File: src/rtl/inst_fetch_if.sv
// Fetch-unit bus: ROM address/data, decode handshake, redirect and interrupt lines.
// The master side is the fetch unit, the slave side is the surrounding core/ROM.
interface inst_fetch_if;
   localparam int unsigned XLEN = 32;

   logic [XLEN-1:0] rom_addr;
   logic [XLEN-1:0] rom_inst;
   logic            out_valid;
   logic            out_ready;
   logic [XLEN-1:0] out_inst;
   logic [XLEN-1:0] out_pc;
   logic [XLEN-1:0] out_pc4;
   logic            redir_valid;
   logic [XLEN-1:0] redir_pc;
   logic            intr;
   logic            ie;
   logic            intr_ack;
   logic [XLEN-1:0] epc;

   modport master (
      output rom_addr, out_valid, out_inst, out_pc, out_pc4, intr_ack, epc,
      input  rom_inst, out_ready, redir_valid, redir_pc, intr, ie
   );

   modport slave (
      input  rom_addr, out_valid, out_inst, out_pc, out_pc4, intr_ack, epc,
      output rom_inst, out_ready, redir_valid, redir_pc, intr, ie
   );
endinterface

File: src/rtl/inst_fetch.sv
// Instruction fetch: pc register driving the ROM, a 2-entry {inst, pc} buffer toward decode,
// redirect handling and interrupt entry taken only when decode accepts an instruction.
module inst_fetch #(
   parameter logic [31:0] RESET_PC    = 32'h0000_0000,
   parameter logic [31:0] INTR_VECTOR = 32'h0000_0008
) (
   input logic         clk,
   input logic         clrn,
   inst_fetch_if.master bus
);
   localparam int unsigned XLEN  = 32;
   localparam int unsigned DEPTH = 2;
   localparam int unsigned CW    = 2;

   typedef struct packed {
      logic [XLEN-1:0] inst;
      logic [XLEN-1:0] pc;
   } entry_t;

   logic [XLEN-1:0] pc_q, pc_d;
   logic [CW-1:0]   count_q, count_d;
   entry_t          ent_q [DEPTH];
   entry_t          ent_d [DEPTH];
   logic [XLEN-1:0] epc_q, epc_d;
   logic            intr_ack_q, intr_ack_d;

   logic            pop_c, push_c, flush_c, intr_take_c, wr_idx_c;
   logic [CW-1:0]   fill_c;

   // Handshake and flush decode.
   always_comb begin
      pop_c       = (count_q != CW'(0)) && bus.out_ready;
      intr_take_c = bus.intr && bus.ie && pop_c && !bus.redir_valid;
      flush_c     = bus.redir_valid || intr_take_c;
      push_c      = ((count_q < CW'(DEPTH)) || pop_c) && !flush_c;
      fill_c      = count_q - CW'(pop_c);
      wr_idx_c    = (fill_c == CW'(1));
   end

   // Next-state: redirect beats interrupt; otherwise shift on pop, write tail on push.
   always_comb begin
      pc_d       = pc_q;
      count_d    = count_q;
      ent_d      = ent_q;
      epc_d      = epc_q;
      intr_ack_d = 1'b0;
      if (bus.redir_valid) begin
         count_d = CW'(0);
         pc_d    = bus.redir_pc & ~XLEN'(3);
      end else if (intr_take_c) begin
         count_d    = CW'(0);
         pc_d       = INTR_VECTOR;
         epc_d      = ent_q[0].pc + XLEN'(4);
         intr_ack_d = 1'b1;
      end else begin
         if (pop_c) begin
            ent_d[0] = ent_q[1];
         end
         if (push_c) begin
            ent_d[wr_idx_c] = '{inst: bus.rom_inst, pc: pc_q};
            pc_d            = pc_q + XLEN'(4);
         end
         count_d = fill_c + CW'(push_c);
      end
   end

   always_ff @(posedge clk or negedge clrn) begin
      if (!clrn) begin
         pc_q       <= RESET_PC;
         count_q    <= CW'(0);
         ent_q      <= '{default: '0};
         epc_q      <= '0;
         intr_ack_q <= 1'b0;
      end else begin
         pc_q       <= pc_d;
         count_q    <= count_d;
         ent_q      <= ent_d;
         epc_q      <= epc_d;
         intr_ack_q <= intr_ack_d;
      end
   end

   assign bus.rom_addr  = pc_q;
   assign bus.out_valid = (count_q != CW'(0));
   assign bus.out_inst  = ent_q[0].inst;
   assign bus.out_pc    = ent_q[0].pc;
   assign bus.out_pc4   = ent_q[0].pc + XLEN'(4);
   assign bus.intr_ack  = intr_ack_q;
   assign bus.epc       = epc_q;
endmodule

File: src/flat_wrapper.sv
// flat-port wrapper written by rule: the top's interface ports become plain ports
module inst_fetch_flat 
#(
   parameter logic [31:0] RESET_PC    = 32'h0000_0000,
   parameter logic [31:0] INTR_VECTOR = 32'h0000_0008
)
  (clk, clrn, bus_rom_addr, bus_out_valid, bus_out_inst, bus_out_pc, bus_out_pc4, bus_intr_ack, bus_epc, bus_rom_inst, bus_out_ready, bus_redir_valid, bus_redir_pc, bus_intr, bus_ie);
  inst_fetch_if bus_i ();
  input logic clk;
  input logic clrn;
  output wire logic [$bits(bus_i.rom_addr)-1:0] bus_rom_addr;
  output wire logic [$bits(bus_i.out_valid)-1:0] bus_out_valid;
  output wire logic [$bits(bus_i.out_inst)-1:0] bus_out_inst;
  output wire logic [$bits(bus_i.out_pc)-1:0] bus_out_pc;
  output wire logic [$bits(bus_i.out_pc4)-1:0] bus_out_pc4;
  output wire logic [$bits(bus_i.intr_ack)-1:0] bus_intr_ack;
  output wire logic [$bits(bus_i.epc)-1:0] bus_epc;
  input wire logic [$bits(bus_i.rom_inst)-1:0] bus_rom_inst;
  input wire logic [$bits(bus_i.out_ready)-1:0] bus_out_ready;
  input wire logic [$bits(bus_i.redir_valid)-1:0] bus_redir_valid;
  input wire logic [$bits(bus_i.redir_pc)-1:0] bus_redir_pc;
  input wire logic [$bits(bus_i.intr)-1:0] bus_intr;
  input wire logic [$bits(bus_i.ie)-1:0] bus_ie;
  assign bus_rom_addr = bus_i.rom_addr;
  assign bus_out_valid = bus_i.out_valid;
  assign bus_out_inst = bus_i.out_inst;
  assign bus_out_pc = bus_i.out_pc;
  assign bus_out_pc4 = bus_i.out_pc4;
  assign bus_intr_ack = bus_i.intr_ack;
  assign bus_epc = bus_i.epc;
  assign bus_i.rom_inst = bus_rom_inst;
  assign bus_i.out_ready = bus_out_ready;
  assign bus_i.redir_valid = bus_redir_valid;
  assign bus_i.redir_pc = bus_redir_pc;
  assign bus_i.intr = bus_intr;
  assign bus_i.ie = bus_ie;
  inst_fetch #(.RESET_PC(RESET_PC), .INTR_VECTOR(INTR_VECTOR)) u_core (.clk(clk), .clrn(clrn), .bus(bus_i));
endmodule
File: config.mk
export PLATFORM = sky130hd
export DESIGN_NAME = inst_fetch_flat
export DESIGN_NICKNAME = d
export VERILOG_FILES = /design/src/rtl/inst_fetch_if.sv /design/src/rtl/inst_fetch.sv /design/src/flat_wrapper.sv
export SDC_FILE = /design/constraint.sdc
export NUM_CORES = 1
export LEC_CHECK = 0
export CELL_PAD_IN_SITES_DETAIL_PLACEMENT = 2
export CELL_PAD_IN_SITES_GLOBAL_PLACEMENT = 2
export CORE_UTILIZATION = 26
export DETAILED_ROUTE_END_ITERATION = 10
export PLACE_DENSITY_LB_ADDON = 0.15
export SLEW_MARGIN = 10
export SYNTH_ARGS = -nofsm -noshare
export SYNTH_HDL_FRONTEND = slang
export SYNTH_SLANG_ARGS = --single-unit
File: constraint.sdc
create_clock -name clk -period 2.2 [get_ports clk]
set_input_delay 0.55 -clock clk [delete_from_list [all_inputs] [get_ports clk]]
set_output_delay 0.55 -clock clk [all_outputs]
set_load 0.01 [all_outputs]
Word-level counts from Yosys, hierarchy flattened
Index checks and enable logic that the tools add are counted.

word-level totals
  flip-flop bits (word level) = 195
  latch bits = 0
  bits in writable memories = 0
  bits in read-only memories = 0
  logic and storage cells = 48
  memories kept = 0

cells by class
  $add $sub $neg = 4
  multiply operators = 0
  divide/modulo/power cells = 0
  order comparisons = 3
  eq/ne operators = 1
  shifts and indexed selects = 0
  multiplexer cells = 14
  bitwise gates (word level) = 3
  reductions and logical operators = 15

operator list
  operator                                                  number
  2-to-1 mux 64 bit                                         4
  bitwise mux 128 bit                                       1
  2-to-1 mux 128 bit                                        1
  2-to-1 mux 32 bit                                         3
  adder 32 x 3 -> 32 bit, second input constant             2
  demux 64 bit (select 1 bit)                               1
  logical AND 1 bit                                         6
  2-to-1 mux 2 bit                                          2
  AND reduction 2 bit                                       2
  AND reduction 3 bit                                       1
  nonzero test 3 bit                                        1
  adder 2 x 1 -> 2 bit                                      1
  == test 2 x 1 -> 1 bit, second input constant             1
  greater-or-equal comparator 2 bit, second input constant  1
  zero test 1 bit                                           2
  logical OR 1 bit                                          2
  < comparator 2 x 1 -> 1 bit, second input constant        1
  < comparator 2 bit, second input constant                 1
  2-to-1 mux 1 bit                                          2
  NOT 1 bit                                                 2
  NOT 1 -> 2 bit                                            1
  nonzero test 2 bit                                        1
  subtractor 2 x 1 -> 2 bit                                 1

Logic depth before layout (Yosys ltp)
Gate-level depths: netlist of the first run.

  word-level depth = 11
  mapped depth = 11
  depth with buffers taken out = 8

Least setup slack after synthesis of the first run
Ideal clock, no wire load.

  path type = reg2reg
  start point = register u_core.count_q[1]
  end point = register u_core.ent_q (netlist bit u_core.bus.out_pc[2])
  library setup time = 138 ps
  arrival time = 2140 ps
  data required time = 2062 ps
  path slack = -78 ps
  cell stages (with the launch flop) = 12
  period minus slack after synthesis = 2278 ps
  cells stage by stage = dfrtp_1 > buf_6 > o21ai_4 > inv_2 > ha_1 > buf_2 > o21ai_0 > a21oi_1 > buf_2 > buf_2 > mux2i_1 > o22ai_1

on the way
  longest elaborated chain between the ends = 11
  elaborated cells between the ends (all ways) = 24

ends and longest elaborated chain
  what                                                                                                           RTL line          RTL
  start, declared                                                                                                inst_fetch.sv:21  logic [CW-1:0] count_q, count_d;
  start signal, assigned                                                                                         inst_fetch.sv:76  count_q <= count_d;
  nonzero test 2 bit                                                                                             inst_fetch.sv:32  pop_c = (count_q != CW'(0)) && bus.out_ready;
  logical AND 1 bit                                                                                              inst_fetch.sv:32
  subtractor 2 x 1 -> 2 bit                                                                                      inst_fetch.sv:36  fill_c = count_q - CW'(pop_c);
  == test 2 x 1 -> 1 bit                                                                                         inst_fetch.sv:37  wr_idx_c = (fill_c == CW'(1));
  NOT 1 -> 2 bit (implied by the code)                                                                           inst_fetch.sv:60  ent_d[wr_idx_c] = '{inst: bus.rom_inst, pc: pc_q};
  greater-or-equal comparator 2 bit (implied by the code) / < comparator 2 x 1 -> 1 bit (equally long branches)  inst_fetch.sv:60
  logical AND 1 bit (implied by the code)                                                                        inst_fetch.sv:60
  2-to-1 mux 64 bit (implied by the code)                                                                        inst_fetch.sv:60
  demux 64 bit (select 1 bit)                                                                                    inst_fetch.sv:60
  bitwise mux 128 bit                                                                                            inst_fetch.sv:60
  2-to-1 mux 128 bit                                                                                             inst_fetch.sv:59  if (push_c) begin
  end signal, assigned                                                                                           inst_fetch.sv:77  ent_q <= ent_d;
  end, declared                                                                                                  inst_fetch.sv:22  entry_t ent_q [DEPTH];

Several ways; a longest one is shown, not always the timed one. The select of a mux whose other input is x is not followed.
A chain may end at the register's enable or synchronous reset.

Worst setup path in the final report of the first run
  start point = register u_core.ent_q (netlist bit u_core.bus.out_pc[3])
  end point = output bus_out_pc4[29]

on the way
  longest elaborated chain between the ends = 1

ends and longest elaborated chain
  what                    RTL line            RTL
  adder 32 x 3 -> 32 bit  inst_fetch.sv:87    assign bus.out_pc4 = ent_q[0].pc + XLEN'(4);
  end, declared           flat_wrapper.sv:15  output wire logic [$bits(bus_i.out_pc4)-1:0] bus_out_pc4;

Every way passes these cells.

==> impl_metrics.env, run 1 <==
export IMPL_cp_max_fo=7
export IMPL_result_of_the_run="finished, violations left"
export IMPL_dr_total_vias=7720
export IMPL_worst_ep_required_time_ps=1650
export IMPL_initial_antenna_violation_count=0
export IMPL_grt_pass1_vias=8350
export IMPL_regToRegSetupSlack_ps=10
export IMPL_synth_seq_area_share=0.496
export IMPL_crit_arrival_ps=2210
export IMPL_stdcell_area_mm2=0.0143
export IMPL_hold_buffers=0
export IMPL_grt_first_pass_wirelength_um=51100
export IMPL_drt_pre_antenna_iters=4
export IMPL_reg2reg_from="u_core.count_q[0]"
export IMPL_critPathLaunchType="flip-flop"
export IMPL_r2r_worst_path_cells=10
export IMPL_clock_skew_ps=12.5
export IMPL_grt_setup_unrepaired="true"
export IMPL_drc=0
export IMPL_place_ws_ps=-633
export IMPL_post_route_worst_setup_slack_ps=-561
export IMPL_hold_path_class="in2async"
export IMPL_power_leakage_nw=6.18
export IMPL_synth_edf_count=0
export IMPL_diodes=0
export IMPL_placement_cell_area_mm2=0.0129
export IMPL_min_period_over_period=1.26
export IMPL_grt_total_usage=0.176
export IMPL_cts_tree="built"
export IMPL_peak_supply_drop_v=0.000565
export IMPL_yosysUniqueCellTypes=60
export IMPL_synthesized_area_per_cell_um2=11.1
export IMPL_die_area_mm2=0.0378
export IMPL_total_of_flip_flops_plus_latches_after_synthesis=191
export IMPL_dp_final_hpwl_um=23900
export IMPL_grt_overflow=0
export IMPL_synthArstFlopShare=1.00
export IMPL_failing_checks="negative setup slack"
export IMPL_numCtsBuffers=17
export IMPL_yosysWarningCount=0
export IMPL_fmax_mhz=362
export IMPL_synthesis_instances=867
export IMPL_die_w_um=194
export IMPL_setup_viol_count_final=25
export IMPL_timing_setup_critical_path_class="reg2out"
export IMPL_detail_route_antenna_nets=0
export IMPL_start_util=0.264
export IMPL_p_per_area_mw_per_mm2=1500
export IMPL_finalHoldViolCount=0
export IMPL_root_buffer="clkbuf_16"
export IMPL_max_cap_violations=0
export IMPL_clk_pin_slew_worst_paths_ps=70
export IMPL_period_minus_slack_ps=2760
export IMPL_finalWirelength_um=33800
export IMPL_fin_nets=1237
export IMPL_core_area_mm2=0.0365
export IMPL_clock_sinks=191
export IMPL_io_pin_count=232
export IMPL_detail_route_vias_per_cell=4.70
export IMPL_cts_path_max_buffers=2
export IMPL_grt_start_max_net_pins=59
export IMPL_layout_area_overhead_vs_synth_pct=49.0
export IMPL_post_drt_wl_per_cell_um=20.5
export IMPL_mappedNetlistArea_mm2=0.00963
export IMPL_h_tree_level_count=4
export IMPL_clk_latency_ps=440
export IMPL_critPathCaptureType="primary output"
export IMPL_routabilityCongestion=0.741
export IMPL_timing_final_max_slew_violations=0
export IMPL_critical_path_reg2reg_endpoint="u_core.bus.out_pc[7]"
export IMPL_die_height_um=194
export IMPL_number_of_drc_markers_in_iteration_0=280
export IMPL_fp_row_count=70
export IMPL_dominant_synthesized_flop_cell="dfrtp_1"
export IMPL_port_buffer_count=227
export IMPL_layout_drive_gt1_share=0.358
==> cell type report <==
class                           instances  area (um2)
Tap cell                              468         586
Timing Repair Buffer                  396        3860
Inverter                                9        36.3
Multi-Input combinational cell        549        4540
Fill cell                            3777       22200
Clock inverter                         11        87.6
Clock buffer                           20         437
Sequential cell                       191        4790
==> kinds of logic (layout without fill, tap and decap cells) <==
family          after synthesis  in the layout  share of synthesized area
simple gates                218            218                      0.117
flops                       191            191                      0.496
mux                         158            158                      0.177
compound gates              138            138                     0.0912
buf+inv                     128            436                     0.0854
xor+xnor                     30             30                     0.0289
fa+ha+maj                     3              3                    0.00390
other cells                   1              2                   0.000389
==> stage by stage <==
step                      setup TNS [ps]  std cells  total power, mW  hold slack (ps)  utilization
after floorplan                    -2890        868             11.9              254            -
after global placement            -85670       1571             16.5              469        0.353
after detailed placement          -91180       1571             16.8              479        0.353
after CTS                         -11360       1627             20.6             53.3        0.378
after global routing              -14170       1644             22.8             49.6        0.393
final                              -9420       1644             21.5             35.4        0.393
==> registers in the layout (all words and copies together) (netlist names) <==
signal	count
u_core.bus.intr_ack	1
u_core.count_q	2
u_core.bus.out_inst	32
u_core.bus.out_pc	32
u_core.bus.rom_addr	30
u_core.ent_q	62
u_core.bus.epc	32
==> layer usage <==
layer  GRT usage  share of wire  vias up
met3      0.0250          0.022       16
met4      0.0373          0.010        0
met5           0              0        -
met1       0.242           0.49     3982
li1            -              -     3589
met2       0.292           0.48      133
==> cells in the mapped netlist, types with 5 or more instances <==
master	number	share of area
nor2_1	76	0.030
mux2i_1	63	0.065
a221o_1	6	0.0062
nand3_1	28	0.015
o211ai_1	5	0.0039
buf_6	7	0.0082
xor2_1	7	0.0064
o21ai_0	20	0.010
a21oi_1	74	0.038
o311ai_0	8	0.0073
xnor2_1	21	0.019
buf_4	69	0.054
and4_1	6	0.0055
dfrtp_1	191	0.50
and3_1	13	0.0084
clkbuf_1	19	0.0074
nor3_1	7	0.0036
buf_2	23	0.012
nand4_1	13	0.0084
inv_1	8	0.0031
nand2_1	43	0.017
mux2_2	91	0.11
==> worst max-delay path by stage <==
stage / start / endpoint / cells after the start
2_1_floorplan: u_core.count_q[1] / u_core.ent_q[12] / 8
3_3_place_gp: u_core.bus.out_pc[2] / bus_out_pc4[22] / 7
3_5_place_dp: bus_out_ready / u_core.bus.out_pc[31] / 11
4_1_cts: u_core.bus.out_pc[2] / bus_out_pc4[20] / 8
5_1_grt: u_core.bus.out_pc[3] / bus_out_pc4[29] / 9
6_report: u_core.bus.out_pc[3] / bus_out_pc4[29] / 9
==> report_power, final <==
part           switching, mW  internal [mW]  leakage, nW
clock network           1.47           1.45        0.243
registers               1.05           5.08         2.24
logic                   5.53           6.94         3.69
==> timing repair <==
item	4_1_cts	5_1_grt
resized for setup	177	74
endpoints found under the setup margin	133	98
setup buffers	22	14
pin swaps	26	50
gates cloned	3	6
==> cells in the final DEF, fill, tap and decap left out, types with 8 or more instances in the layout <==
master	count
a21oi_1	68
dfrtp_1	179
mux2_2	89
buf_6	14
nor2_1	73
buf_2	28
buf_4	125
o311ai_0	8
mux2i_4	8
xnor2_2	16
mux2i_2	9
clkbuf_16	23
clkdlybuf4s50_1	191
mux2i_1	46
dfrtp_2	12
nand4_1	13
nand2_1	39
buf_12	17
o21ai_0	19
and3_1	12
nand3_1	20
==> critical path, stage by stage (launching register included) <==
cell and delay, ps:
dfrtp_1 370, buf_6 110, nand4_1 180, buf_4 200, nor4_4 210, buf_6 170, buf_4 130, nand3_4 80
xnor2_2 180, buf_2 160
Power figures use the tool's default switching activity.
==> run 2: changes to the inputs <==
--- a/config.mk
+++ b/config.mk
@@ -8,8 +8,10 @@
 export CELL_PAD_IN_SITES_DETAIL_PLACEMENT = 2
 export CELL_PAD_IN_SITES_GLOBAL_PLACEMENT = 2
 export CORE_UTILIZATION = 26
+export CTS_CLUSTER_SIZE = 28
 export DETAILED_ROUTE_END_ITERATION = 10
 export PLACE_DENSITY_LB_ADDON = 0.15
+export SKIP_LAST_GASP = 1
 export SLEW_MARGIN = 10
 export SYNTH_ARGS = -nofsm -noshare
 export SYNTH_HDL_FRONTEND = slang
==> run 2 against run 1 <==
- cell area decreased by 0.56%
- largest power group unchanged
- die area unchanged
- critical path depth unchanged
- fmax increased by 0.25%
- register-to-register slack about the same
- critical endpoint unchanged
- largest cell class unchanged
- the run still ends with negative setup slack left
- worst setup slack improved by 7.0 ps
- combinational power about the same
==> impl_metrics.env, run 2 (same netlist as run 1, synthesis figures left out) <==
export IMPL_result_of_the_run="finished, violations left"
export IMPL_failing_checks="negative setup slack"
export IMPL_root_buffer="clkbuf_16"
export IMPL_detail_route_vias_per_cell=4.68
export IMPL_grt_setup_unrepaired="true"
export IMPL_fmax_mhz=363
export IMPL_die_area_mm2=0.0378
export IMPL_grt_first_pass_wirelength_um=51100
export IMPL_layout_area_overhead_vs_synth_pct=48.2
export IMPL_critPathCaptureType="primary output"
export IMPL_grt_start_max_net_pins=59
export IMPL_timing_final_max_slew_violations=0
export IMPL_clk_latency_ps=440
export IMPL_cts_tree="built"
export IMPL_min_period_over_period=1.25
export IMPL_hold_path_class="in2async"
export IMPL_critPathSlowestCell="dfrtp_1"
export IMPL_io_pin_count=232
export IMPL_die_height_um=194
export IMPL_timing_setup_critical_path_class="reg2out"
export IMPL_post_drt_wl_per_cell_um=20.2
export IMPL_critical_path_cell_count=9
export IMPL_initial_antenna_violation_count=0
export IMPL_cp_max_fo=7
export IMPL_layout_commonest_cell="clkdlybuf4s50_1"
export IMPL_numCtsBuffers=17
export IMPL_p_per_area_mw_per_mm2=1490
export IMPL_peak_supply_drop_v=0.000563
export IMPL_numPlacedInstances=1571
export IMPL_core_area_mm2=0.0365
export IMPL_clock_sinks=191
export IMPL_fin_nets=1235
export IMPL_port_buffer_count=227
export IMPL_setup_viol_count_final=27
export IMPL_period_minus_slack_ps=2750
export IMPL_grt_overflow=0
export IMPL_crit_buf_inv=5
export IMPL_start_util=0.264
export IMPL_final_cell_mix="192 x clkdlybuf4s50_1, 181 x dfrtp_1, 126 x buf_4, 91 x mux2_2, 73 x nor2_1"
export IMPL_r2r_worst_path_cells=10
export IMPL_power_leakage_nw=6.16
export IMPL_cts_path_max_buffers=2
export IMPL_grt_total_usage=0.176
export IMPL_regToRegSetupSlack_ps=0
export IMPL_routabilityCongestion=0.741
export IMPL_regMostFlops="u_core.ent_q"
export IMPL_dp_final_hpwl_um=23900
export IMPL_clock_skew_ps=13.4
export IMPL_finalWirelength_um=33100
export IMPL_utilization=0.391
export IMPL_die_w_um=194
export IMPL_worst_ep_required_time_ps=1650
export IMPL_fp_row_count=70
export IMPL_crit_arrival_ps=2200
export IMPL_place_ws_ps=-633
export IMPL_drt_pre_antenna_iters=4
export IMPL_finalHoldViolCount=0
export IMPL_cp_slowest_stage_delay_ps=370
export IMPL_drc=0
export IMPL_family_with_the_most_delay_on_the_worst_path="buffers and inverters"
export IMPL_largest_register_ff_count=62
export IMPL_final_instance_count_excl_fill=1642
export IMPL_clk_pin_slew_worst_paths_ps=70
export IMPL_post_route_worst_setup_slack_ps=-554
export IMPL_grt_pass1_vias=8348
export IMPL_number_of_drc_markers_in_iteration_0=241
export IMPL_max_cap_violations=0
export IMPL_fillCellCount=3787
export IMPL_detail_route_antenna_nets=0
export IMPL_critPathLaunchType="flip-flop"
export IMPL_dr_total_vias=7680
export IMPL_layout_drive_gt1_share=0.351
export IMPL_h_tree_level_count=4
export IMPL_diodes=0
export IMPL_worstPathCellList="buf_6, nand4_1, buf_4, nor4_4, buf_6, buf_4, nand3_4, xnor2_2, buf_2"
-- run 2: cell type report --
cell class / count / area, um2 / share of cell area
multi-input cells: 549 / 4510 / 0.316
clock buffers: 20 / 437 / 0.0306
repair buffers: 394 / 3810 / 0.267
inverters: 9 / 36.3 / 0.00254
clock inverters: 11 / 87.6 / 0.00614
well taps: 468 / 586 / 0.0410
flip-flops and latches: 191 / 4790 / 0.336
-- run 2: timing repair --
| item | CTS | global route |
|---|---|---|
| gates resized for setup | 175 | 62 |
| hold buffers | 0 | 0 |
| setup buffers | 22 | 14 |
| pin swaps | 26 | 44 |
| setup endpoints to repair | 133 | 99 |
| cloned | 3 | 4 |
-- run 2: metrics by stage --
stage,cell area (um2),power (mW),hold slack [ps],setup TNS (ps)
3_3_place_gp,12900,16.5,469,-85670
2_1_floorplan,9660,11.9,254,-2890
5_1_grt,14300,22.6,49.7,-14560
3_5_place_dp,12900,16.8,479,-91180
4_1_cts,13800,20.6,53.3,-11890
6_report,14300,21.3,35.4,-9420
-- run 2: final timing paths --
kind,from,end
setup / recovery,u_core.bus.out_pc[3],bus_out_pc4[29]
hold / removal,clrn,u_core.bus.intr_ack
setup reg to reg,u_core.count_q[0],u_core.bus.out_pc[7]
hold reg to reg,u_core.ent_q[60],u_core.ent_q[60]
max in group asynchronous,clrn,u_core.bus.out_inst[20]
min in group clk,u_core.ent_q[60],u_core.ent_q[60]
-- run 2: report_power, final --
group	leakage (nW)	switching (mW)	internal, mW
combinational	3.67	5.43	6.80
sequential	2.25	1.04	5.08
clock	0.243	1.46	1.45
total	6.16	7.94	13.3
-- run 2: layer usage --
layer / up-vias / GRT usage / part of all wire
li1: 3581 / - / -
met1: 3954 / 0.242 / 0.48
met2: 129 / 0.292 / 0.48
met3: 16 / 0.0250 / 0.023
met4: 0 / 0.0373 / 0.010
met5: - / 0 / 0
==> run 3: changes to the inputs <==
--- a/config.mk
+++ b/config.mk
@@ -7,10 +7,13 @@
 export LEC_CHECK = 0
 export CELL_PAD_IN_SITES_DETAIL_PLACEMENT = 2
 export CELL_PAD_IN_SITES_GLOBAL_PLACEMENT = 2
+export CORE_ASPECT_RATIO = 1.4
 export CORE_UTILIZATION = 26
 export CTS_CLUSTER_SIZE = 28
 export DETAILED_ROUTE_END_ITERATION = 10
+export GPL_TIMING_DRIVEN = 0
 export PLACE_DENSITY_LB_ADDON = 0.15
+export SKIP_CTS_REPAIR_TIMING = 1
 export SKIP_LAST_GASP = 1
 export SLEW_MARGIN = 10
 export SYNTH_ARGS = -nofsm -noshare
==> run 3 against run 2 <==
- the run still ends with negative setup slack left
- clock skew down 6.2 ps
- non-clock buffer count up 18
- fmax down 6.8%
- cell area up 1.7%
- sequential share of layout area down 0.44 points
- worst setup slack worse by 200 ps
- critical path type unchanged
==> impl_metrics.env, run 3 (same netlist as run 1, synthesis figures left out) <==
export IMPL_clk_latency_ps=450
export IMPL_fp_row_count=83
export IMPL_worst_ep_required_time_ps=1650
export IMPL_cts_path_max_buffers=2
export IMPL_peak_supply_drop_v=0.000601
export IMPL_routabilityCongestion=0.774
export IMPL_critPathLaunchType="flip-flop"
export IMPL_utilization=0.397
export IMPL_grt_pass1_vias=8301
export IMPL_final_instance_count_excl_fill=1660
export IMPL_worstPathCellList="ha_4, nand4_1, buf_6, nor4_4, buf_4, buf_8, nand3_2, xnor2_2, buf_2"
export IMPL_power_leakage_nw=6.34
export IMPL_period_minus_slack_ps=2960
export IMPL_setup_worst_path_start="u_core.bus.out_pc[3]"
export IMPL_largest_register_ff_count=62
export IMPL_clock_skew_ps=7.18
export IMPL_final_cell_mix="189 x clkdlybuf4s50_1, 168 x dfrtp_1, 116 x buf_4, 91 x mux2_2, 73 x nor2_1"
export IMPL_initial_antenna_violation_count=0
export IMPL_critPathCapture="bus_out_pc4[30]"
export IMPL_fmax_mhz=338
export IMPL_critPathSlowestCell="dfrtp_1"
export IMPL_failing_checks="negative setup slack"
export IMPL_reg2reg_from="u_core.count_q[1]"
export IMPL_finalWirelength_um=33600
export IMPL_timing_final_max_slew_violations=0
export IMPL_tightestPinTransition_ps=741
export IMPL_dr_total_vias=7813
export IMPL_regToRegSetupSlack_ps=-120
export IMPL_grt_overflow=0
export IMPL_die_height_um=230
export IMPL_diodes=0
export IMPL_crit_arrival_ps=2410
export IMPL_start_util=0.263
export IMPL_place_ws_ps=-1330
export IMPL_result_of_the_run="finished, violations left"
export IMPL_die_area_mm2=0.0378
export IMPL_grt_first_pass_wirelength_um=49400
export IMPL_core_area_mm2=0.0366
export IMPL_dp_final_hpwl_um=24400
export IMPL_die_w_um=165
export IMPL_layout_commonest_cell="clkdlybuf4s50_1"
export IMPL_post_route_worst_setup_slack_ps=-755
export IMPL_power_switching_mw=7.98
export IMPL_drt_pre_antenna_iters=4
export IMPL_cp_max_fo=5
export IMPL_critPathCaptureType="primary output"
export IMPL_post_drt_wl_per_cell_um=20.3
export IMPL_layout_drive_gt1_share=0.367
export IMPL_regMostFlops="u_core.ent_q"
export IMPL_clock_sinks=191
export IMPL_fillCellCount=3806
export IMPL_detail_route_vias_per_cell=4.71
export IMPL_number_of_drc_markers_in_iteration_0=174
export IMPL_cts_tree="built"
export IMPL_fin_nets=1253
export IMPL_max_cap_violations=0
export IMPL_hold_path_class="reg2reg"
export IMPL_detail_route_antenna_nets=0
export IMPL_clock_power_share=0.139
export IMPL_cp_slowest_stage_delay_ps=420
export IMPL_grt_total_usage=0.175
export IMPL_clk_pin_slew_worst_paths_ps=70
export IMPL_io_pin_count=232
export IMPL_setup_tns_final_ps=-15250
export IMPL_r2r_worst_path_cells=12
export IMPL_power_frac_seq=0.293
export IMPL_root_buffer="clkbuf_16"
export IMPL_numCtsBuffers=17
export IMPL_grt_setup_unrepaired="true"
export IMPL_min_period_over_period=1.34
export IMPL_p_sw_frac=0.365
export IMPL_p_per_area_mw_per_mm2=1510
export IMPL_total_power_consumption_of_the_routed_design_mw=21.9
export IMPL_critical_path_reg2reg_endpoint="u_core.bus.out_inst[20]"
export IMPL_drc=0
export IMPL_share_comb_of_total_power=0.568
export IMPL_grt_start_max_net_pins=77
export IMPL_finalHoldViolCount=0
export IMPL_layout_area_overhead_vs_synth_pct=50.6
export IMPL_cellInternalPower_mw=13.9
export IMPL_port_buffer_count=227
export IMPL_max_slew_margin=0.506
export IMPL_h_tree_level_count=4
export IMPL_timing_setup_critical_path_class="reg2out"
export IMPL_setup_viol_count_final=97
export IMPL_numPlacedInstances=1564
[run 3: layer usage]
metal	vias to the layer above	GRT usage	routed length, um
met2	157	0.322	18600
met5	-	0	0
li1	3625	-	-
met3	26	0.0287	1000
met1	4005	0.204	13500
met4	0	0.0507	539
[run 3: metrics by stage]
step           hold WS [ps]  area, um2
3_3_place_gp            466      12500
6_report                495      14500
2_1_floorplan           254       9660
5_1_grt                 522      14500
4_1_cts               -23.8      13100
3_5_place_dp            474      12600
[run 3: critical path: cells and delay by family (launching register included)]
family / cells / cell delay [ps]
DFF: 1 / 420
xor gates and xnor gates: 1 / 230
buffers and inverters: 4 / 620
adders and majority gates: 1 / 180
and+or+nand+nor: 3 / 490
[run 3: power groups by stage]
stage	clock (mW)	combinational, mW	sequential [mW]
after floorplan	0	5.73	6.19
after global placement	0	10.0	6.34
after detailed placement	0	10.2	6.43
after CTS	3.17	10.2	6.36
after global routing	3.27	13.3	6.67
final	3.03	12.4	6.42
[run 3: area by class of cell]
type	instances	area (um2)	area share
plain buffers	116	991	0.0683
repair buffers	296	2990	0.206
clock buffers	21	460	0.0318
flip-flops and latches	191	4810	0.332
clock inverters	11	90.1	0.00621
inverters	9	36.3	0.00250
multi-input cells	549	4540	0.313
well taps	467	584	0.0403
[run 3: how the worst min path moves through the flow]
stage | from | endpoint | slack, ps | depth (start not counted)
2_1_floorplan | clrn | u_core.bus.epc[0] | 250 | 0
3_3_place_gp | u_core.ent_q[60] | u_core.ent_q[60] | 470 | 1
3_5_place_dp | clrn | u_core.bus.out_inst[5] | 470 | 1
4_1_cts | clrn | u_core.bus.out_inst[5] | -20 | 1
5_1_grt | u_core.ent_q[9] | u_core.ent_q[9] | 520 | 1
6_report | u_core.ent_q[60] | u_core.ent_q[60] | 500 | 1
